<file path="src/rtl/sequence_player.sv">
// Plays a latched Simon colour sequence on four one-hot LEDs: each step is lit for ON_TICKS
// tick pulses, then blanked for GAP_TICKS, and a single-cycle done pulse ends the round.
module sequence_player #(
   parameter int MAX_LEN   = 8,
   parameter int LEN_W     = 4,
   parameter int ON_TICKS  = 4,
   parameter int GAP_TICKS = 2
) (
   input  logic                   clk,
   input  logic                   rst,
   input  logic                   start,
   input  logic                   abort,
   input  logic                   tick,
   input  logic [LEN_W-1:0]       seq_len,
   input  logic [2*MAX_LEN-1:0]   seq_data,
   output logic [3:0]             led,
   output logic                   busy,
   output logic                   done,
   output logic [LEN_W-1:0]       step_idx
);

   localparam int TMR_MAX = (ON_TICKS > GAP_TICKS) ? ON_TICKS : GAP_TICKS;
   localparam int TMR_W   = (TMR_MAX < 2) ? 1 : $clog2(TMR_MAX);

   typedef enum logic [1:0] {IDLE, ON, GAP, DONE} state_t;

   state_t                 state_q;
   logic [TMR_W-1:0]       timer_q;
   logic [2*MAX_LEN-1:0]   seq_q;
   logic [LEN_W-1:0]       len_q;
   logic [LEN_W-1:0]       step_idx_q;
   logic [3:0]             led_q;
   logic                   busy_q;
   logic                   done_q;
   logic [LEN_W-1:0]       eff_len_d;

   // Loop-based select keeps every bit select in range whatever idx holds.
   function automatic logic [3:0] led_for(input logic [2*MAX_LEN-1:0] d,
                                          input logic [LEN_W-1:0] idx);
      logic [1:0] c;
      c = 2'b00;
      for (int i = 0; i < MAX_LEN; i++) begin
         if (idx == LEN_W'(i)) c = d[2*i +: 2];
      end
      return 4'(4'b0001 << c);
   endfunction

   always_comb begin
      eff_len_d = seq_len;
      if (seq_len > LEN_W'(MAX_LEN)) eff_len_d = LEN_W'(MAX_LEN);
   end

   always_ff @(posedge clk) begin
      if (rst) begin
         state_q    <= IDLE;
         timer_q    <= '0;
         seq_q      <= '0;
         len_q      <= '0;
         step_idx_q <= '0;
         led_q      <= '0;
         busy_q     <= 1'b0;
         done_q     <= 1'b0;
      end else if (abort && state_q != IDLE) begin
         state_q    <= IDLE;
         timer_q    <= '0;
         step_idx_q <= '0;
         led_q      <= '0;
         busy_q     <= 1'b0;
         done_q     <= 1'b0;
      end else begin
         case (state_q)
            IDLE: begin
               if (start) begin
                  seq_q      <= seq_data;
                  len_q      <= eff_len_d;
                  timer_q    <= '0;
                  step_idx_q <= '0;
                  busy_q     <= 1'b1;
                  if (eff_len_d == '0) begin
                     state_q <= DONE;
                     done_q  <= 1'b1;
                  end else begin
                     state_q <= ON;
                     led_q   <= led_for(seq_data, '0);
                  end
               end
            end
            ON: begin
               if (tick) begin
                  if (timer_q == TMR_W'(ON_TICKS - 1)) begin
                     state_q <= GAP;
                     timer_q <= '0;
                     led_q   <= '0;
                  end else begin
                     timer_q <= timer_q + TMR_W'(1);
                  end
               end
            end
            GAP: begin
               if (tick) begin
                  if (timer_q == TMR_W'(GAP_TICKS - 1)) begin
                     timer_q <= '0;
                     if (step_idx_q == len_q - LEN_W'(1)) begin
                        state_q <= DONE;
                        done_q  <= 1'b1;
                     end else begin
                        state_q    <= ON;
                        step_idx_q <= step_idx_q + LEN_W'(1);
                        led_q      <= led_for(seq_q, step_idx_q + LEN_W'(1));
                     end
                  end else begin
                     timer_q <= timer_q + TMR_W'(1);
                  end
               end
            end
            DONE: begin
               state_q    <= IDLE;
               done_q     <= 1'b0;
               busy_q     <= 1'b0;
               step_idx_q <= '0;
            end
            default: state_q <= IDLE;
         endcase
      end
   end

   assign led      = led_q;
   assign busy     = busy_q;
   assign done     = done_q;
   assign step_idx = step_idx_q;

endmodule

</file>
<file path="config.mk">
export PLATFORM = sky130hd
export DESIGN_NAME = sequence_player
export DESIGN_NICKNAME = d
export VERILOG_FILES = /design/src/rtl/sequence_player.sv
export SDC_FILE = /design/constraint.sdc
export NUM_CORES = 1
export LEC_CHECK = 0
export CORE_AREA = 2 2 60 62
export DETAILED_ROUTE_END_ITERATION = 7
export DIE_AREA = 0 0 62 64
export DONT_BUFFER_PORTS = 1
export PLACE_DENSITY = 0.73
export RECOVER_POWER = 25
export SYNTH_ARGS = -nofsm -noshare
export SYNTH_HDL_FRONTEND = slang
export SYNTH_SLANG_ARGS = --single-unit
</file>
<file path="constraint.sdc">
create_clock -name clk -period 2.8 [get_ports clk]
set_clock_uncertainty 0.15 [all_clocks]
set_input_delay 0 -clock clk [delete_from_list [all_inputs] [get_ports clk]]
set_output_delay 0 -clock clk [all_outputs]
set_load 0.005 [all_outputs]
</file>
; ---- Word level (Yosys, flattened, before mapping)
; Cells that the tools add are included.
[op_classes]
n_addsub = 3
order_cmp = 1
eq_ne = 22
shift = 2
n_mux = 55
bitwise_logic = 1
reduce_logical = 16
[op_table]
columns = cell, n
row1 = 2-to-1 mux 2 bit, 31
row2 = 2-to-1 mux 4 bit, 12
row3 = one-hot mux 4 bit (3 select lines), 2
row4 = "inequality test 2 bit, second input constant", 9
row5 = "== test 4 x 3 -> 1 bit, second input constant", 4
row6 = AND reduction 5 bit, 2
row7 = "== test 4 x 2 -> 1 bit, second input constant", 2
row8 = zero test 4 bit, 2
row9 = one-hot mux 2 bit (4 select lines), 1
row10 = AND reduction 8 bit, 1
row11 = "left shift 1 x 2 -> 4 bit, first input constant", 2
row12 = "== test 2 bit, second input constant", 3
row13 = 2-to-1 mux 1 bit, 6
row14 = one-hot mux 2 bit (3 select lines), 1
row15 = AND reduction 6 bit, 1
row16 = nonzero test 3 bit, 2
row17 = "adder 4 x 1 -> 4 bit, second input constant", 1
row18 = "== test 2 x 1 -> 1 bit, second input constant", 2
row19 = "== test 4 x 1 -> 1 bit, second input constant", 1
row20 = == test 4 bit, 1
row21 = "greater-than comparator 4 bit, second input constant", 1
row22 = AND reduction 4 bit, 1
row23 = nonzero test 2 bit, 2
row24 = "subtractor 4 x 1 -> 4 bit, second input constant", 1
row25 = 9 further kinds, 9
[word_totals]
regBits = 34
in_bits = 25
out_inout_bits = 10
word_cells = 108

; ---- Logic depth before layout (Yosys ltp)
[logic_depth]
ltp_word = 21
mapped_depth = 9
ltp_nobuf = 8

; ---- Worst setup path before layout
; No wires, ideal clock.
[synth_path]
path_kind = register to register
start = register step_idx_q[0], in the netlist step_idx[0]
end = register led_q[0], in the netlist led[0]
arrival_ns = 2.051
path_slack_ns = 0.506
stages_incl_launch_ff = 10
n_path_buf = 1
period_less_slack_ns = 2.294
path_cell_list = dfxtp_1 -> inv_1 -> ha_1 -> clkbuf_1 -> a21oi_1 -> o21ai_0 -> a22o_1 -> a221o_1 -> and3_1 -> o32ai_1
[synth_via]
elab_chain_cells = 21
[synth_lines]
columns = element, line
row1 = "start, declared", 31  ; logic [LEN_W-1:0] step_idx_q;
row2 = "start signal, assigned", 108  ; step_idx_q <= step_idx_q + LEN_W'(1);
row3 = adder 4 x 1 -> 4 bit, 109  ; led_q <= led_for(seq_q, step_idx_q + LEN_W'(1));
row4 = zero test 4 bit, 43  ; if (idx == LEN_W'(i)) c = d[2*i +: 2];
row5 = 2-to-1 mux 2 bit (8 in series), 43
row6 = 2-to-1 mux 2 bit, 103  ; if (step_idx_q == len_q - LEN_W'(1)) begin
row7 = 2-to-1 mux 2 bit, 101  ; if (timer_q == TMR_W'(GAP_TICKS - 1)) begin
row8 = 2-to-1 mux 2 bit, 100  ; if (tick) begin
row9 = 2-to-1 mux 2 bit, 71  ; case (state_q)
row10 = 2-to-1 mux 2 bit, 63  ; end else if (abort && state_q != IDLE) begin
row11 = 2-to-1 mux 2 bit, 54  ; if (rst) begin
row12 = left shift 1 x 2 -> 4 bit, 45  ; return 4'(4'b0001 << c);
row13 = 2-to-1 mux 4 bit, 103
row14 = 2-to-1 mux 4 bit, 101
row15 = 2-to-1 mux 4 bit, 100
row16 = one-hot mux 4 bit (3 select lines), 71
row17 = "end signal, assigned", 84  ; led_q <= led_for(seq_data, '0);
row18 = "end signal, assigned", 109
row19 = "end, declared", 32  ; logic [3:0] led_q;
; Several ways; a longest one is shown, not always the timed one. The select of a mux whose other input is x is not followed.
; A chain may end at the register's enable or synchronous reset.

; ---- Final worst setup path
; Ends and elaborated chain as after synthesis.

==> reports/qor.csv <==
metric;value;unit
clk root buf;clkbuf_4;
Post-synth EDFFs;0;
#FFs+latches synth;34;
pwr dens;683;nW/um^2
Slew Viols, Final;0;
worst-path fanout max;10;
crit path DAT;2.65;ns
synthesized area;1960;um^2
simple-gate share of the synthesized area;0.219;
Synth Flop Type;dfxtp_1;
Avg Cell Area, Syn;7.69;um^2
startpoint types;flip-flop;
Setup crit start;step_idx[0]$_SDFFE_PP0P_;
vias per cell;5.54;
HPWL after DPL;2900;um
period utilization;0.909;
Yosys warning count;0;
hold_buf cts;27;
max_cap viols;0;
CTS tree;yes;
Fin. Hold Viols;0;
WP data required;2.90;ns
cell count after synthesis;255;
Area growth, synth to finish;17.2;%
antenna-violating nets left;0;
pin count of the biggest net entering global routing;23;
Pre-antenna DRT Iters;4;
Setup Fix Bufs, Post-CTS;0;
clk_lat worst skew;0.33;ns
Synth Area in Compound Gates;0.245;
worst-margin pin slew;0.795;ns
via count;1796;
reg2reg setup slack;0.25;ns
DRT iter0 DRCs;70;
GRT Residual Overflow;0;
max_slew headroom;0.468;
die width;62;um
nets;315;
Routed Wire Length;4410;um
clk slew on worst S/H paths;0.11;ns
sequential area share after synthesis;0.347;
CTS Buffer Depth;2;
Setup violations, final;0;
crit end category;flip-flop;
Num CTS Buffers;5;
R2R Path End;led[0]$_SDFFE_PP0P_;
fmax;393;MHz
post-synthesis mux area share;0.00574;
cell leakage power;0.813;nW
TNS Setup;0;ns
Die ar.;3970;um^2
main combinational cell family by area after synthesis;compound AO/OA/AOI/OAI gates;
VDD IR-drop max;0.451;mV
most frequent cells in the layout;nand2_1 (53), a21oi_1 (37), dfxtp_1 (34);
DRC violations left;0;
Period minus WS final;2.55;ns
I/O pin cnt;35;
Tightest Hold Check Type;input port to flip-flop;
xor/xnor share of the synthesized area;0.0306;
PortBufs;0;
Floorplan Core Area;3280;um^2
first-pass GRT wire length;7570;um
CP Class;flip-flop to flip-flop;
Synth Area in Adders;0.0829;
aggregate global-route resource usage;0.250;
vias in the first global route;1783;
Initial Util;0.597;
async set or reset register ratio after synthesis;0;
status;finished, final reports clean;
GP Congestion;0.903;
CTS Sinks;34;
CTS H-tree lvls;2;
total chip power;1.57;mW
Die Span Y;64;um
routed len/inst;13.6;um
crit path capture;led[0]$_SDFFE_PP0P_;
fraction of layout cells with a size suffix above 1;0.0647;
initial antenna violation count;0;
Synth Net Count;293;
post-cts sizing count;0;
Yosys cell types;46;
most common cell after layout, fill and taps aside;nand2_1;
worst r2r path cells;8;
# rows;21;
# diodes;0;
reg-to-reg startpoint;step_idx[0]$_SDFFE_PP0P_;
RSZ-0062 raised after global routing;false;
## state kept, by name, indices dropped and copies added, names as in the netlist
name / count
done: 1
timer_q: 2
busy: 1
state_q: 2
led: 4
step_idx: 4
len_q: 4
seq_q: 16
## cell families after synthesis
| group | Yosys count |
|---|---|
| adders and majority gates | 13 |
| AOI/OAI and AO/OA | 75 |
| DFF | 34 |
| xor gates and xnor gates | 6 |
| muxes | 1 |
| and+or+nand+nor | 94 |
| buffers and inverters | 32 |
## area by class of cell
cell class	count	area, um^2
Multi-Input combinational cell	189	1140
Fill cell	285	985
Sequential cell	34	681
Timing Repair Buffer	30	289
Inverter	17	63.8
Tap cell	46	57.6
Clock buffer	6	51.3
Clock inverter	2	12.5
## metal layers
metal | part of all wire | vias up | global-route usage
met3 | 0.038 | 8 | 0.0607
li1 | - | 931 | -
met1 | 0.45 | 819 | 0.302
met5 | 0 | - | 0
met2 | 0.50 | 38 | 0.432
met4 | 0.011 | 0 | 0.0559
## cells in the mapped netlist, drive strengths merged, types with 4 or more instances
library cell | count | share of area
a21oi | 38 | 0.099
clkbuf | 12 | 0.023
dfxtp | 34 | 0.35
ha | 13 | 0.083
inv | 17 | 0.033
nand2 | 53 | 0.10
nand3 | 5 | 0.015
nand3b | 4 | 0.015
nand4 | 6 | 0.019
nor2 | 12 | 0.023
o21ai | 10 | 0.026
o32ai | 4 | 0.018
xnor2 | 6 | 0.031
## metrics by stage
stage | instances | hold slack (ns) | setup slack [ns] | util | cell area [um^2]
floorplan | 255 | -0.0140 | 0.506 | - | 1960
finish | 324 | 0.0367 | 0.254 | 0.700 | 2300
global route | 324 | 0.0908 | 0.0349 | 0.700 | 2300
detailed placement | 289 | -0.0746 | 0.324 | 0.600 | 1970
global placement | 289 | -0.0761 | 0.351 | 0.600 | 1970
CTS | 324 | 0.00786 | 0.280 | 0.701 | 2300
## report_power, final
part | switching, mW | leakage (nW) | internal, mW | total, mW
clock | 0.174 | 0.0343 | 0.121 | 0.295
sequential | 0.0644 | 0.278 | 0.572 | 0.637
combinational | 0.382 | 0.501 | 0.256 | 0.638
total | 0.621 | 0.813 | 0.949 | 1.57
## worst max-delay path: stages (launching register included)
cell and delay, ns:
dfxtp_1 0.59, inv_1 0.15, ha_1 0.34, a21oi_1 0.20, and2_1 0.17, o311ai_0 0.12, a221o_1 0.30, and3_1 0.18
o32ai_1 0.27
## how the worst min path moves through the flow
stage | start | cells after the start | end
after floorplan | seq_data[8] | 2 | seq_q[8]$_SDFFE_PP0P_
after CTS | tick | 4 | timer_q[1]$_SDFFE_PP0P_
final | tick | 4 | timer_q[1]$_SDFFE_PP0P_
after global routing | tick | 4 | timer_q[1]$_SDFFE_PP0P_
after global placement | rst | 1 | len_q[1]$_SDFFE_PP0P_
after detailed placement | rst | 1 | len_q[0]$_SDFFE_PP0P_
Power figures use the tool's default switching activity.
